<file path="config.mk">
export PLATFORM = sky130hd
export DESIGN_NAME = lzx_mux_scanner
export DESIGN_NICKNAME = d
export VERILOG_FILES = /design/src/rtl/lzx_mux_pkg.sv /design/src/rtl/lzx_mux_lane.sv /design/src/rtl/lzx_mux_scanner.sv
export SDC_FILE = /design/constraint.sdc
export NUM_CORES = 1
export LEC_CHECK = 0
export CAP_MARGIN = 20
export CORE_MARGIN = 2
export CORE_UTILIZATION = 35
export CTS_CLUSTER_DIAMETER = 200
export DETAILED_ROUTE_END_ITERATION = 16
export MAX_ROUTING_LAYER = met4
export PLACE_DENSITY_LB_ADDON = 0.3
export SLEW_MARGIN = 25
export SYNTH_ARGS = -nofsm -noshare
export SYNTH_HDL_FRONTEND = slang
export SYNTH_SLANG_ARGS = --single-unit
</file>
<file path="constraint.sdc">
create_clock -name clk -period 3 [get_ports clk]
set_input_delay 0.6 -clock clk [delete_from_list [all_inputs] [get_ports clk]]
set_output_delay 0.6 -clock clk [all_outputs]
set_load 0.01 [all_outputs]
</file>
<file path="src/rtl/lzx_mux_pkg.sv">
// Shared definitions for the lzx_mux_scanner block: sequencer states and
// small index helpers used to size and slice the packed input bus.
package lzx_mux_pkg;

    // Sequencer states; the top module exposes SCAN on its busy output.
    typedef enum logic {
        ST_IDLE = 1'b0,
        ST_SCAN = 1'b1
    } state_t;

    // Number of inputs per channel for a given select width.
    function automatic int n_in_of(input int sel_w);
        return 1 << sel_w;
    endfunction

    // Bit offset of lane (c, i) inside the packed d bus.
    function automatic int lane_base(input int c, input int i, input int n_in, input int dw);
        return (c * n_in + i) * dw;
    endfunction

endpackage

</file>
<file path="src/rtl/lzx_mux_lane.sv">
// One combinational N_IN:1 multiplexer channel, DW bits wide, forced to
// zero when its active-low enable is deasserted.
module lzx_mux_lane
    import lzx_mux_pkg::*;
#(
    parameter int SEL_W = 2,
    parameter int DW    = 1,
    parameter int N_IN  = n_in_of(SEL_W)
) (
    input  logic [N_IN*DW-1:0] lanes,
    input  logic [SEL_W-1:0]   sel,
    input  logic               en_n,
    output logic [DW-1:0]      y
);

    // Select one lane by comparing against each index; a disabled channel reads zero.
    always_comb begin
        y = '0;
        if (!en_n) begin
            for (int i = 0; i < N_IN; i++) begin
                if (sel == SEL_W'(i)) begin
                    y = lanes[i*DW +: DW];
                end
            end
        end
    end

endmodule

</file>
<file path="src/rtl/lzx_mux_scanner.sv">
// CH-channel N_IN:1 multiplexer with registered outputs, a manual select
// mode and an auto-scan sequencer that walks the shared select through
// every input, one sample per cycle, with hold, one-shot/continuous
// operation and a done pulse on the last sample of a one-shot pass.
//
// Output handshake: there is no ready; y and s_cur are a sample exactly on
// the cycles where y_valid is 1, and the consumer must take it then. When
// y_valid is 0, y and s_cur keep the last sample but are not new.
module lzx_mux_scanner
    import lzx_mux_pkg::*;
#(
    parameter int CH    = 2,
    parameter int SEL_W = 2,
    parameter int DW    = 1
) (
    input  logic                            clk,
    input  logic                            rst_n,
    input  logic [CH-1:0]                   en_n,
    input  logic                            mode,
    input  logic [SEL_W-1:0]                s_in,
    input  logic                            start,
    input  logic                            cont,
    input  logic                            hold,
    input  logic [CH*n_in_of(SEL_W)*DW-1:0] d,
    output logic [CH*DW-1:0]                y,
    output logic                            y_valid,
    output logic [SEL_W-1:0]                s_cur,
    output logic                            busy,
    output logic                            done
);

    localparam int N_IN = n_in_of(SEL_W);
    localparam logic [SEL_W-1:0] K_LAST = {SEL_W{1'b1}};

    // Sequencer state; busy is a direct view of it.
    state_t           state;
    logic [SEL_W-1:0] k;
    logic [SEL_W-1:0] mux_sel;
    logic [CH*DW-1:0] mux_y;

    assign busy = (state == ST_SCAN);

    // The sequencer owns the select while scanning; otherwise the manual select does.
    always_comb begin
        mux_sel = s_in;
        if (state == ST_SCAN) begin
            mux_sel = k;
        end
    end

    for (genvar c = 0; c < CH; c++) begin : g_lane
        lzx_mux_lane #(
            .SEL_W (SEL_W),
            .DW    (DW),
            .N_IN  (N_IN)
        ) u_lane (
            .lanes (d[lane_base(c, 0, N_IN, DW) +: N_IN*DW]),
            .sel   (mux_sel),
            .en_n  (en_n[c]),
            .y     (mux_y[c*DW +: DW])
        );
    end

    // Sequencer and output registers; done defaults low and pulses only on the final one-shot step.
    always_ff @(posedge clk) begin
        if (!rst_n) begin
            state   <= ST_IDLE;
            k       <= '0;
            y       <= '0;
            y_valid <= 1'b0;
            s_cur   <= '0;
            done    <= 1'b0;
        end else begin
            done <= 1'b0;
            case (state)
                ST_IDLE: begin
                    if (!mode) begin
                        if (hold) begin
                            y_valid <= 1'b0;
                        end else begin
                            y       <= mux_y;
                            s_cur   <= s_in;
                            y_valid <= 1'b1;
                        end
                    end else begin
                        y_valid <= 1'b0;
                        if (start) begin
                            state <= ST_SCAN;
                            k     <= '0;
                        end
                    end
                end
                ST_SCAN: begin
                    if (hold) begin
                        // Freeze everything; a final step that meets hold is simply deferred.
                        y_valid <= 1'b0;
                    end else begin
                        y       <= mux_y;
                        s_cur   <= k;
                        y_valid <= 1'b1;
                        k       <= k + 1'b1;
                        if (k == K_LAST && !cont) begin
                            state <= ST_IDLE;
                            done  <= 1'b1;
                        end
                    end
                end
                default: begin
                    state <= ST_IDLE;
                end
            endcase
        end
    end

endmodule
</file>
# Word-level counts from Yosys, hierarchy flattened
# Index checks and enable logic that the tools add are counted.
[classes] n_addsub=1 n_mul=0 div=0 order_cmp=0 n_eq_ne=9 shift=0 n_mux=31 bitwise=2 reduce_logical=6
[op_table] op="2-bit 2-to-1 mux" n=9
[op_table] op="1-bit 2-to-1 mux" n=17
[op_table] op="2-bit case mux with 2 select lines" n=3
[op_table] op="2-bit inequality test, second input constant" n=5
[op_table] op="2-bit == test, second input constant" n=3
[op_table] op="3-bit AND reduction" n=2
[op_table] op="1-bit case mux with 2 select lines" n=2
[op_table] op="3-bit OR reduction" n=1
[op_table] op="2-bit by 1-bit adder with 2-bit output, second input constant" n=1
[op_table] op="2-bit by 1-bit == test with 1-bit output, second input constant" n=1
[op_table] op="2-bit zero test" n=1
[op_table] op="1-bit NOT" n=2
[op_table] op="1-bit logical AND" n=1
[op_table] op="1-bit zero test" n=1
[totals] ff_bits=9 latchBits=0 ram_bits=0 mem_bits_ro=0 out_inout_bits=7 n_memories=0

# Longest topological paths before layout
# Gate-level depths: netlist of the first run.
[depth] depth_word=10 depth_mapped=5 mapped_depth_nobuf=4

# Hierarchy
# From an unflattened synthesis of the first run, not the netlist that was laid out.
[unflattened] hier_cells=47 hier_area_um2=481.7
[modules_own_cells] mod="lzx_mux_scanner" n_inst=1 cells_per_inst=43 area_each_um2=409.1 seq_area_each_um2=180.2
[modules_own_cells] mod="lzx_mux_lane" n_inst=2 cells_per_inst=2 area_each_um2=36.3 seq_area_each_um2=0.0

# Least setup slack after synthesis of the first run
# Ideal clock, no wire load.
[synth_timing] path_kind="input -> register" startpoint="in s_in[0]" endpoint="reg y[1]" setup_ns=0.069 arrival_time_ns=1.553 slack_ns=1.378 path_stages=5 path_buffers=1 path_cell_list="buf_6 mux2_1 o22ai_1 or4b_1 o21ai_1"
[synth_between] elab_chain_cells=10 elab_cells_between_ends=13 classes_between="3 x eq/ne; 9 x mux; 1 x reduce/logical"
[synth_lines] item="start: declaration" line_no="lzx_mux_scanner.sv:20" rtl="input logic [SEL_W-1:0] s_in,"
[synth_lines] item="2-bit 2-to-1 mux (*)" line_no="lzx_mux_scanner.sv:46" rtl="if (state == ST_SCAN) begin"
[synth_lines] item="2-bit zero test" line_no="lzx_mux_lane.sv:21" rtl="if (sel == SEL_W'(i)) begin"
[synth_lines] item="1-bit 2-to-1 mux (3 in a row)" line_no="lzx_mux_lane.sv:21"
[synth_lines] item="1-bit 2-to-1 mux (*)" line_no="lzx_mux_lane.sv:21"
[synth_lines] item="1-bit 2-to-1 mux (*)" line_no="lzx_mux_lane.sv:19" rtl="if (!en_n) begin"
[synth_lines] item="2-bit 2-to-1 mux (*)" line_no="lzx_mux_scanner.sv:78, lzx_mux_scanner.sv:94"
[synth_lines] item="2-bit 2-to-1 mux" line_no="lzx_mux_scanner.sv:77" rtl="if (!mode) begin"
[synth_lines] item="2-bit case mux with 2 select lines (*)" line_no="lzx_mux_scanner.sv:75" rtl="case (state)"
[synth_lines] item="end signal: assignment" line_no="lzx_mux_scanner.sv:81" rtl="y <= mux_y;"
[synth_lines] item="end signal: assignment" line_no="lzx_mux_scanner.sv:98" rtl="y <= mux_y;"
[synth_lines] item="end: declaration" line_no="lzx_mux_scanner.sv:25" rtl="output logic [CH*DW-1:0] y,"
# Mark *: on every way between the ends. The rest lies on a longest branch, timed or not. The select of a mux whose other input is x is not followed.
# A chain may end at the register's enable or synchronous reset.

# Final worst setup path of the first run
[layout_timing] startpoint="reg state, in the netlist busy" endpoint="out busy"
[layout_lines] item="start: declaration" line_no="lzx_mux_scanner.sv:36" rtl="state_t state;"
[layout_lines] item="start signal: assignment" line_no="lzx_mux_scanner.sv:67" rtl="state <= ST_IDLE;"
[layout_lines] item="start signal: assignment" line_no="lzx_mux_scanner.sv:88" rtl="state <= ST_SCAN;"
[layout_lines] item="start signal: assignment" line_no="lzx_mux_scanner.sv:103" rtl="state <= ST_IDLE;"
[layout_lines] item="end: declaration" line_no="lzx_mux_scanner.sv:28" rtl="output logic busy,"
# No word-level cell between the ends.

==> reports/metrics.cfg, run 1 <==
[synth]
synth.distinct_cells=29
synth.avg_cell_area_um2=8.93
yosysTopAreaCellShare_pct=33.6
synth_edf_count=0
yosys-top-cells-area=dfxtp_1, mux2i_1, a32oi_1, buf_6, mux2_1
synth-seq-cells=9
synth_most_common_cell=dfxtp_1
synth-main-ff-cell=dfxtp_1
syn_area_um2=536
synth_async_sr_flop_share_pct=0
synth.largest_area_cell=dfxtp_1
synth_nets=79
syn_inst=60
yosysSeqAreaShare_pct=33.6
synth_commonest_cells=dfxtp_1, nor2_1, inv_1
ys_warn_count=0

[sta]
final_hold_viol_count=0
finalClockSkew_ns=0.00136
slew_violations=0
max-slew-margin-rel_pct=63.4
finalSetupViolCount=0
finalCritPeriodShare_pct=72.1
rsz0062_at_grt=false
fin_setup_tns_ns=0
fmax_ghz=0.462
finalWorstSetupSlack_ns=0.838
fin_crit_ns=2.16
tightest_slew_ns=0.548

[clock_tree]
ctsHtreeMaxLevel=1
numCtsBuffers=3
clock_path_buffers=2
clock-sinks=9
post-cts-setup-buffers=0
tritoncts=built
clock_latency_ns=0.25
cts_resized=0
postCtsHoldBufs=0
clk_pin_slew_ns=0.06
cts-root-buf=clkbuf_4

[min_path]
hold-path-cell-count=2
hp-start=y[0]$_SDFFE_PN0P_
min-delay-path-class=flop to flop
worstHoldEndpoint=y[0]$_SDFFE_PN0P_

[route]
wire_per_inst_um=12.5
drc=0
ant_nets=0
via_count=523
wl_um=1260
vias_per_cell=5.18
drt-initial-drc-count=7
drt_first_pass_iters=4

[worst_setup_path]
path_buf_inv=1
start_kind=flop
required_ns=2.40
crit_type=flop to primary output
slowest_delay_ns=0.66
r2r-start=busy$_SDFF_PN0_
endpoint_kind=primary output
cp_max_fo=17
r2r_end=y[1]$_SDFFE_PN0P_
critPathArrivalTime_ns=1.56
critPathTopFamily=flip-flops
slowest_stage=dfxtp_1
rr_worst_depth=4
cp_cell_sequence=clkdlybuf4s50_1
rrSetupSlack_ns=1.27

[pwr]
swShare_pct=26.2
power_frac_seq_pct=44.6
power_density_nw_per_um2=374
peakVddDrop_mv=0.228
power.switching_uw=77.8
combPwrFrac_pct=23.7
intPower_uw=220
power_leakage_uw=0.000288
p_clk_share_pct=31.7

[grt]
grt_pass1_wl_um=2040
grt_util_all_layers_pct=15.4
grt_pass1_vias=459
antenna_found_initial=0
globalRoute.totalOverflow=0
grt_max_degree=18

[cells_and_area]
multi_input_area_um2=309
area_growth_pct=48.4
seq_area_um2=180
insertedDiodeCount=0
drive_gt1_share_pct=8.24
fillers=149
nNetsFinal=105

[floorplan]
start_util_pct=36.4
die_area_um2=1860
io-pin-count=25
dieWidth_um=43.1
die_h_um=43.1
core_area_um2=1470
rows=14

[placement]
gp_congestion=0.843
io_buffer_count=24
dpl.hpwl_um=965
post-place-ws_ns=0.846

[run_status]
status=finished, final reports clean

[run]
drv_cap=0

-- worst register-to-register path: stages (launching register included) --
cell	delay [ns]
dfxtp_1	0.66
inv_2	0.14
a21oi_4	0.27
or4b_1	0.46
o21ai_1	0.14
-- cell families after synthesis --
group                    after synthesis  synth area share (%)
adder cells (fa/ha/maj)                1                  2.34
AND/OR/NAND/NOR                       20                  22.4
buffers and inverters                  8                  8.64
multiplexers                           5                  9.81
AO/OA/AOI/OAI                         17                  23.1
flip-flops                             9                  33.6
-- registers in the layout, summed over array words and instances (netlist names) --
signal	cells
y	2
y_valid	1
k	2
busy	1
s_cur	2
done	1
-- layer usage --
metal | track usage, % | wire length (um) | up-vias | share of wire, %
met4 | 9.09 | 22 | 0 | 1.7
met3 | 2.98 | 76 | 2 | 6.0
li1 | - | - | 273 | -
met1 | 19.6 | 618 | 231 | 49
met2 | 22.4 | 540 | 17 | 43
met5 | - | 0 | - | 0
-- metrics by stage --
step	hold WS, ns	instances	area (um^2)	utilization, %	power (uW)
finish	0.500	101	795	54.0	297
global route	0.536	101	795	54.0	315
CTS	0.501	101	795	54.0	300
detailed placement	0.489	97	768	52.2	206
global placement	0.473	97	768	52.2	204
floorplan	0.501	60	536	-	167
-- power groups by stage --
stage                     Combinational [uW]  Clock, uW  Sequential, uW
final                                   70.3       94.4             133
after global routing                    76.4        105             134
after CTS                               70.6       96.2             133
after detailed placement                69.9          0             136
after global placement                  69.2          0             135
after floorplan                         33.0          0             134
-- cell usage in the layout, fill, tap and decap left out, types with 3 or more instances in the layout --
cell type         n
inv_1             4
nor2_1            6
dfxtp_1           9
clkdlybuf4s50_1  24
o22ai_1           3
a31oi_1           3
a32oi_1           3
clkbuf_4          3
nor3_1            3
mux2i_1           3
-- layout make-up --
class / instances / share of cell area [%]
clock buffer: 4 / 3.31
inverter: 5 / 2.36
multi-input combinational: 43 / 38.9
sequential: 9 / 22.7
tap: 16 / 2.52
timing repair buffer: 24 / 30.2
-- worst max path at each step --
stage / slack, ns / start / cells past startpoint / to
2_1_floorplan: 1.38 / s_in[0] / 5 / y[1]$_SDFFE_PN0P_
3_3_place_gp: 0.87 / s_in[0] / 5 / y[1]$_SDFFE_PN0P_
3_5_place_dp: 0.85 / s_in[0] / 5 / y[1]$_SDFFE_PN0P_
4_1_cts: 0.83 / busy$_SDFF_PN0_ / 1 / busy
5_1_grt: 0.75 / busy$_SDFF_PN0_ / 1 / busy
6_report: 0.84 / busy$_SDFF_PN0_ / 1 / busy
No activity file was read; power rests on OpenSTA's default activity.
==> inputs of run 2 (changes only) <==
==> constraint.sdc (replaced) <==
create_clock -name clk -period 2.17 [get_ports clk]
set_input_delay 0.434 -clock clk [delete_from_list [all_inputs] [get_ports clk]]
set_output_delay 0.434 -clock clk [all_outputs]
set_load 0.01 [all_outputs]
==> run 2 against run 1 <==
Non-clock buffer count increased by 4; critical path depth unchanged; sequential cell count unchanged; design area increased by 3.8%; cell count increased by 4.0%; die area unchanged; sequential power increased by 34%; global-route usage increased by 1.7 points; setup slack got worse by 0.34 ns; register-to-register slack got worse by 0.62 ns; clock skew about the same; combinational power increased by 56%.
==> reports/metrics.cfg, run 2 (same netlist as run 1, synthesis figures left out) <==
[clock_tree]
clk_pin_slew_ns=0.06
cts-root-buf=clkbuf_4
postCtsHoldBufs=0
clock-sinks=9
cts_resized=0
clock_latency_ns=0.26
post-cts-setup-buffers=0
tritoncts=built
clock_path_buffers=2
ctsHtreeMaxLevel=1
numCtsBuffers=3

[route]
drc=0
wire_per_inst_um=12.9
drt_first_pass_iters=2
via_count=541
ant_nets=0
wl_um=1360
drt-initial-drc-count=3
vias_per_cell=5.15

[worst_setup_path]
cp_max_fo=5
critPathArrivalTime_ns=1.24
slowest_stage=clkdlybuf4s50_1
slowest_delay_ns=0.57
critPathTopFamily=buffers and inverters
path_buf_inv=1
cp_cell_sequence=clkdlybuf4s50_1
required_ns=1.74
start_kind=flop
endpoint_kind=primary output
crit_type=flop to primary output

[grt]
antenna_found_initial=0
grt_util_all_layers_pct=17.1
grt_max_degree=14
grt_pass1_vias=560
grt_pass1_wl_um=2300
globalRoute.totalOverflow=0

[cells_and_area]
insertedDiodeCount=0
seq_area_um2=180
area_growth_pct=54.0
multi_input_area_um2=309
fillers=152
mostFrequentLayoutCells=clkdlybuf4s50_1, dfxtp_1, nor2_1
nNetsFinal=109
final_common_cell=clkdlybuf4s50_1
reg_top3=k x2, s_cur x2, y x2
drive_gt1_share_pct=12.4

[floorplan]
io-pin-count=25
start_util_pct=36.4
dieWidth_um=43.1
die_area_um2=1860
die_h_um=43.1
core_area_um2=1470
rows=14

[pwr]
power_leakage_uw=0.000309
power_density_nw_per_um2=509
power_frac_seq_pct=42.5
peakVddDrop_mv=0.182
intPower_uw=309
p_clk_share_pct=31.3
swShare_pct=26.4
power.switching_uw=111
combPwrFrac_pct=26.2

[placement]
dpl.hpwl_um=1050
gp_congestion=0.827
io_buffer_count=24

[sta]
tightest_slew_ns=0.335
finalSetupViolCount=0
rsz0062_at_grt=false
slew_violations=0
fin_setup_tns_ns=0
finalCritPeriodShare_pct=77.2
finalClockSkew_ns=0.00147
fmax_ghz=0.597
final_hold_viol_count=0
hold_ws_ns=0.493
max-slew-margin-rel_pct=77.4
fin_crit_ns=1.67

[run_status]
status=finished, final reports clean

[run]
drv_cap=0

[min_path]
min-delay-path-class=flop to flop

[run 2: final cells by class]
type,count,share of cell area (%)
Multi-Input combinational cell,43,37.5
Timing Repair Buffer,28,32.8
Sequential cell,9,21.9
Clock buffer,4,3.19
Tap cell,16,2.43
Inverter,5,2.28
[run 2: worst register-to-register path, delay by kind of cell (launching register included)]
family                 cells  cell delay [ns]
AOI/OAI and AO/OA          2             0.20
buffers and inverters      1             0.22
DFF                        1             0.41
and+or+nand+nor            2             0.63
[run 2: final timing paths]
kind                      from  slack (ns)           endpoint  cells after the start
max            busy$_SDFF_PN0_        0.50               busy                      1
min          y[1]$_SDFFE_PN0P_        0.49  y[1]$_SDFFE_PN0P_                      2
max reg2reg    busy$_SDFF_PN0_        0.65  y[1]$_SDFFE_PN0P_                      5
min reg2reg  y[1]$_SDFFE_PN0P_        0.49  y[1]$_SDFFE_PN0P_                      2
[run 2: per-stage QoR]
step	utilization, %	total power (uW)	instances	instance area, um^2	setup WS, ns
3_3_place_gp	54.3	290	101	798	0.304
5_1_grt	56.0	440	105	825	0.437
3_5_place_dp	54.3	291	101	798	0.271
6_report	56.0	420	105	825	0.496
2_1_floorplan	-	231	60	536	0.714
4_1_cts	56.0	426	105	825	0.479
[run 2: power by group through the flow]
stage / Combinational [uW] / Sequential (uW) / Clock [uW]
finish: 110 / 178 / 132
global route: 119 / 180 / 141
CTS: 111 / 178 / 137
detailed placement: 110 / 182 / 0
global placement: 108 / 182 / 0
floorplan: 45.7 / 185 / 0
[run 2: layer usage]
layer	routed length (um)	GRT usage (%)	up-vias
met3	63	1.28	2
met2	681	28.4	15
met5	0	-	-
met4	22	10.9	0
li1	-	-	286
met1	587	19.6	238
